### config.mk
export PLATFORM = sky130hd
export DESIGN_NAME = mem_bank
export DESIGN_NICKNAME = d
export VERILOG_FILES = /design/src/rtl/mem_bank.sv
export SDC_FILE = /design/constraint.sdc
export NUM_CORES = 1
export LEC_CHECK = 0
export CAP_MARGIN = 10
export CELL_PAD_IN_SITES_DETAIL_PLACEMENT = 0
export CELL_PAD_IN_SITES_GLOBAL_PLACEMENT = 1
export CORE_UTILIZATION = 42
export CTS_BUF_LIST = sky130_fd_sc_hd__clkbuf_4 sky130_fd_sc_hd__clkbuf_8 sky130_fd_sc_hd__clkbuf_16
export CTS_CLUSTER_DIAMETER = 50
export CTS_CLUSTER_SIZE = 28
export DETAILED_ROUTE_END_ITERATION = 8
export PLACE_DENSITY_LB_ADDON = 0.05
export SYNTH_ARGS = -nofsm -noshare
export SYNTH_HDL_FRONTEND = slang
export SYNTH_SLANG_ARGS = --single-unit
export TNS_END_PERCENT = 100
### constraint.sdc
create_clock -name in_clk -period 2 [get_ports in_clk]
set_clock_uncertainty 0.15 [all_clocks]
set_input_delay 0.4 -clock in_clk [delete_from_list [all_inputs] [get_ports in_clk]]
set_output_delay 0.4 -clock in_clk [all_outputs]
set_load 0.01 [all_outputs]
### src/rtl/mem_bank.sv
// mem_bank: DEPTH independently addressed WIDTH-bit entries, each with its own
// valid flag. It sits between the tester stimulus/result logic and the readout
// path, and is the parametrised successor to the single capture register.
//
// Ports:
//   in_clk          clock, all state updates on the rising edge
//   in_rst          asynchronous active-high reset (clears data, flags, outputs)
//   in_wr_en        write request
//   in_wr_addr      write address (AW bits; addresses >= DEPTH are ignored)
//   in_wr_data      write data
//   in_rd_en        read request
//   in_rd_addr      read address (AW bits; addresses >= DEPTH read as a miss)
//   in_clr          synchronous clear of all valid flags, count and write ack
//   out_rd_data     registered read data, zero on a miss
//   out_rd_valid    one-cycle pulse, one cycle after in_rd_en
//   out_rd_hit      read entry was valid, qualified by out_rd_valid
//   out_wr_done     write acknowledge: sticky (WR_ACK_MODE=0) or pulse (=1)
//   out_valid_mask  per-entry valid flags, bit i = entry i
//   out_count       number of valid entries, always popcount(out_valid_mask)
module mem_bank #(
  parameter int WIDTH       = 6,
  parameter int DEPTH       = 4,
  parameter int AW          = $clog2(DEPTH),
  parameter int WR_ACK_MODE = 0,
  parameter int RD_BYPASS   = 1
) (
  input  logic             in_clk,
  input  logic             in_rst,
  input  logic             in_wr_en,
  input  logic [AW-1:0]    in_wr_addr,
  input  logic [WIDTH-1:0] in_wr_data,
  input  logic             in_rd_en,
  input  logic [AW-1:0]    in_rd_addr,
  input  logic             in_clr,
  output logic [WIDTH-1:0] out_rd_data,
  output logic             out_rd_valid,
  output logic             out_rd_hit,
  output logic             out_wr_done,
  output logic [DEPTH-1:0] out_valid_mask,
  output logic [AW:0]      out_count
);

  // One extra bit so the range check also works when DEPTH == 2**AW.
  localparam logic [AW:0] DEPTH_V = (AW+1)'(DEPTH);

  logic [WIDTH-1:0] mem [DEPTH];
  logic [DEPTH-1:0] valid_p1;
  logic [AW:0]      count_p1;
  logic             wr_done_p1;
  logic             vld_p1;
  logic             rd_hit_p1;
  logic [WIDTH-1:0] rd_data_p1;

  logic             wr_in_range_p0;
  logic             rd_in_range_p0;
  logic             wr_ok_p0;
  logic             wr_new_p0;
  logic             bypass_p0;
  logic             rd_entry_valid_p0;
  logic             rd_hit_p0;
  logic [AW-1:0]    wr_idx_p0;
  logic [AW-1:0]    rd_idx_p0;
  logic [WIDTH-1:0] rd_data_p0;

  // ---- Stage p0: address qualification, write acceptance, read lookup ----
  always_comb begin
    wr_in_range_p0    = ({1'b0, in_wr_addr} < DEPTH_V);
    rd_in_range_p0    = ({1'b0, in_rd_addr} < DEPTH_V);
    // Out-of-range addresses are steered to entry 0 so no array access ever
    // goes past the end; their results are masked by the range flags.
    wr_idx_p0         = wr_in_range_p0 ? in_wr_addr : '0;
    rd_idx_p0         = rd_in_range_p0 ? in_rd_addr : '0;
    // Clear wins over a simultaneous write.
    wr_ok_p0          = in_wr_en & ~in_clr & wr_in_range_p0;
    wr_new_p0         = wr_ok_p0 & ~valid_p1[wr_idx_p0];
    // Since wr_ok_p0 is already low during a clear, no bypass applies then.
    bypass_p0         = (RD_BYPASS != 0) && wr_ok_p0 && (in_wr_addr == in_rd_addr);
    rd_entry_valid_p0 = rd_in_range_p0 & valid_p1[rd_idx_p0];
    rd_hit_p0         = bypass_p0 | rd_entry_valid_p0;
    rd_data_p0        = '0;
    if (bypass_p0) begin
      rd_data_p0 = in_wr_data;
    end else if (rd_entry_valid_p0) begin
      rd_data_p0 = mem[rd_idx_p0];
    end
  end

  // ---- Stage p1: storage, flags, count, acknowledge and read result ----
  always_ff @(posedge in_clk or posedge in_rst) begin
    if (in_rst) begin
      for (int i = 0; i < DEPTH; i++) begin
        mem[i] <= '0;
      end
      valid_p1   <= '0;
      count_p1   <= '0;
      wr_done_p1 <= 1'b0;
      vld_p1     <= 1'b0;
      rd_hit_p1  <= 1'b0;
      rd_data_p1 <= '0;
    end else begin
      // Storage is left untouched by a clear; only the flags drop.
      if (wr_ok_p0) begin
        mem[wr_idx_p0] <= in_wr_data;
      end

      if (in_clr) begin
        valid_p1 <= '0;
        count_p1 <= '0;
      end else begin
        if (wr_ok_p0) begin
          valid_p1[wr_idx_p0] <= 1'b1;
        end
        // Only a write to a previously empty entry grows the count, so the
        // count stays equal to the popcount of the mask.
        if (wr_new_p0) begin
          count_p1 <= count_p1 + {{AW{1'b0}}, 1'b1};
        end
      end

      if (WR_ACK_MODE == 1) begin
        wr_done_p1 <= wr_ok_p0;
      end else if (in_clr) begin
        wr_done_p1 <= 1'b0;
      end else if (wr_ok_p0) begin
        wr_done_p1 <= 1'b1;
      end

      vld_p1 <= in_rd_en;
      if (in_rd_en) begin
        rd_data_p1 <= rd_data_p0;
        rd_hit_p1  <= rd_hit_p0;
      end
    end
  end

  assign out_rd_data    = rd_data_p1;
  assign out_rd_valid   = vld_p1;
  assign out_rd_hit     = rd_hit_p1;
  assign out_wr_done    = wr_done_p1;
  assign out_valid_mask = valid_p1;
  assign out_count      = count_p1;

endmodule

==> results.py <==
metrics = {
    "route": {
        "avgRoutedWirePerCell_um": 16.2,
        "vias_per_cell": 5.56,
        "routed-via-count": 1341,
        "ant_nets": 0,
        "drc": 0,
        "drt_iter0_markers": 112,
        "routed_wl_mm": 3.90,
        "drt_pass1_iterations": 4,
    },
    "place": {
        "hpwl_mm": 2.98,
        "placement.setup.worst_slack_ns": -0.236,
        "place_congestion": 0.774,
        "portBuffers": 30,
    },
    "floorplan": {
        "dieHeight_um": 68.8,
        "rows": 23,
        "ios": 31,
        "coreArea_mm2": 0.00414,
        "dieArea_mm2": 0.00473,
        "die_w_um": 68.8,
        "initial_core_util_pct": 45.2,
    },
    "clocking": {
        "cts.reportedPaths.clkPinSlew_ns": 0.07,
        "clk_latency_ns": 0.29,
        "root_buffer": "clkbuf_8",
        "ctsHtreeMaxLevel": 2,
        "postCtsSetupBuffers": 0,
        "cts_hold_buf": 0,
        "post_cts_resized": 0,
        "cts_buffer_depth": 2,
        "cts_buffers": 5,
        "cts_sinks": 40,
        "cts_tree": "built",
    },
    "global_route": {
        "grt_pass1_wl_mm": 6.51,
        "grt_busiest_layer": "met2",
        "antenna_found_initial": 0,
        "met2_usage_pct": 31.4,
        "grt_max_degree": 41,
        "use_met1_pct": 26.8,
        "grt-ovfl-total": 0,
        "met3_usage_pct": 5.43,
        "grt_usage_pct": 20.1,
        "first_global_vias": 1324,
    },
    "logic_synthesis": {
        "synthesis.nets": 156,
        "synth-async-reset-ratio_pct": 100,
        "synth_edf_count": 0,
        "yosys_most_used_dff": "dfrtp_1",
        "synth-seq-area-share_pct": 53.4,
        "syn-cell-area_mm2": 0.00187,
        "synth_top_area_cell": "dfrtp_1",
        "syn_inst": 140,
        "synth_cell_types": 28,
        "synth.avg_cell_area_um2": 13.4,
        "synth_top_area_share_pct": 53.4,
        "synthTopCellsByArea": "dfrtp_1, mux2_2, mux4_2, o311ai_0, a31oi_1",
        "yosys_warnings": 0,
        "synth_seq_cells": 40,
    },
    "outcome": {
        "outcome": "finished clean",
    },
    "worst_setup_path": {
        "start_kind": "input port",
        "worstSetupPathType": "in -> reg",
        "critical_path_peak_fanout": 5,
        "worst_ep_required_time_ns": 2.06,
        "cp-end-kind": "flop",
        "arrival_ns": 1.97,
    },
    "timing": {
        "fin_ws_ns": 0.0982,
        "relSlewSlack_pct": 66.7,
        "post-route-period-util_pct": 95.1,
        "rsz0062_at_grt": "no",
        "hold_viol": 0,
        "setup_viol": 0,
        "min_period_ns": 1.90,
        "max_freq_mhz": 526,
        "tightest_slew_ns": 0.500,
        "holdWs_ns": 0.353,
        "slew_violations": 0,
    },
    "power": {
        "p_leak_uw": 0.00105,
        "power_uw": 1930,
        "max-vdd-ir-drop_mv": 0.518,
        "power_density_mw_per_mm2": 787,
    },
    "min_path": {
        "hold_class": "reg -> reg",
    },
    "final_layout": {
        "fill_cells": 342,
        "final_cell_mix": "dfrtp_1, clkdlybuf4s50_1, mux2_2, buf_4, nor2_1",
        "drive_above_1_share_pct": 33.0,
        "post-route-util_pct": 59.1,
        "fin_nets": 207,
        "area_growth_pct": 30.8,
        "final_common_cell": "dfrtp_1",
        "antenna_cells": 0,
    },
    "run": {
        "maxCapViolations": 0,
    },
}
==> stage by stage <==
stage | cell area [um2] | setup TNS (ns) | cells
floorplan | 1870 | 0 | 140
global placement | 2370 | -3.43 | 234
detailed placement | 2370 | -3.71 | 234
CTS | 2450 | 0 | 241
global route | 2450 | 0 | 241
finish | 2450 | 0 | 241
==> per-layer routing <==
metal	up-vias	share of wire, %
met4	0	1.4
met1	672	47
met3	5	4.6
li1	626	-
met2	38	47
met5	-	0
==> worst paths after layout <==
path / start / endpoint / slack (ns) / depth (start not counted)
setup / recovery: in_wr_addr[0] / out_count[2]$_DFFE_PP0P_ / 0.1 / 4
min in group asynchronous: in_rst / mem[11]$_DFFE_PP0P_ / 0.39 / 3
hold reg to reg: out_wr_done$_DFFE_PP0P_ / out_wr_done$_DFFE_PP0P_ / 0.35 / 2
hold / removal: out_wr_done$_DFFE_PP0P_ / out_wr_done$_DFFE_PP0P_ / 0.35 / 2
max in group asynchronous: in_rst / out_rd_hit$_DFFE_PP0P_ / 0.96 / 3
setup reg to reg: out_valid_mask[3]$_DFFE_PP0P_ / out_count[2]$_DFFE_PP0P_ / 0.35 / 3
==> cell type report <==
cell class,count,area (um2),share of cell area [%]
Clock inverter,1,5.00,0.204
Inverter,4,15.0,0.613
Multi-Input combinational cell,89,821,33.5
Timing Repair Buffer,51,470,19.2
Clock buffer,6,76.3,3.11
Tap cell,50,62.6,2.55
Sequential cell,40,1000,40.8
==> Yosys cell counts (all sizes together), types with 2 or more instances <==
cell	count
dfrtp	40
mux2	24
nor2	9
mux4	8
a31oi	6
nand2	5
nand4	5
o311ai	5
clkbuf	4
inv	4
o21ai	4
a21o	3
a21oi	3
buf	3
nand2b	2
nor3b	2
or3	2
xnor2	2
xor2	2
==> flip-flops by register name, indices dropped and copies added, names as in the netlist <==
name / count
mem: 24
out_rd_hit: 1
out_rd_valid: 1
out_count: 3
out_valid_mask: 4
out_rd_data: 6
out_wr_done: 1
==> worst max-delay path, cell delays in order <==
cell,delay (ns)
clkdlybuf4s50_1,0.50
mux4_2,0.55
or3_1,0.36
a21oi_1,0.15
==> cells by family after synthesis <==
kind of cell / Yosys count / synth area share [%]
AO/OA/AOI/OAI: 23 / 8.41
XOR/XNOR: 4 / 1.87
adder cells (fa/ha/maj): 1 / 0.667
buffers and inverters: 11 / 2.80
flip-flops: 40 / 53.4
multiplexers: 33 / 24.6
AND/OR/NAND/NOR: 28 / 8.28
==> report_power, final <==
part | internal, uW | switching [uW] | total (uW)
sequential | 939 | 69.1 | 1010
combinational | 252 | 160 | 412
clock | 250 | 257 | 507
No activity file was read; power rests on OpenSTA's default activity.
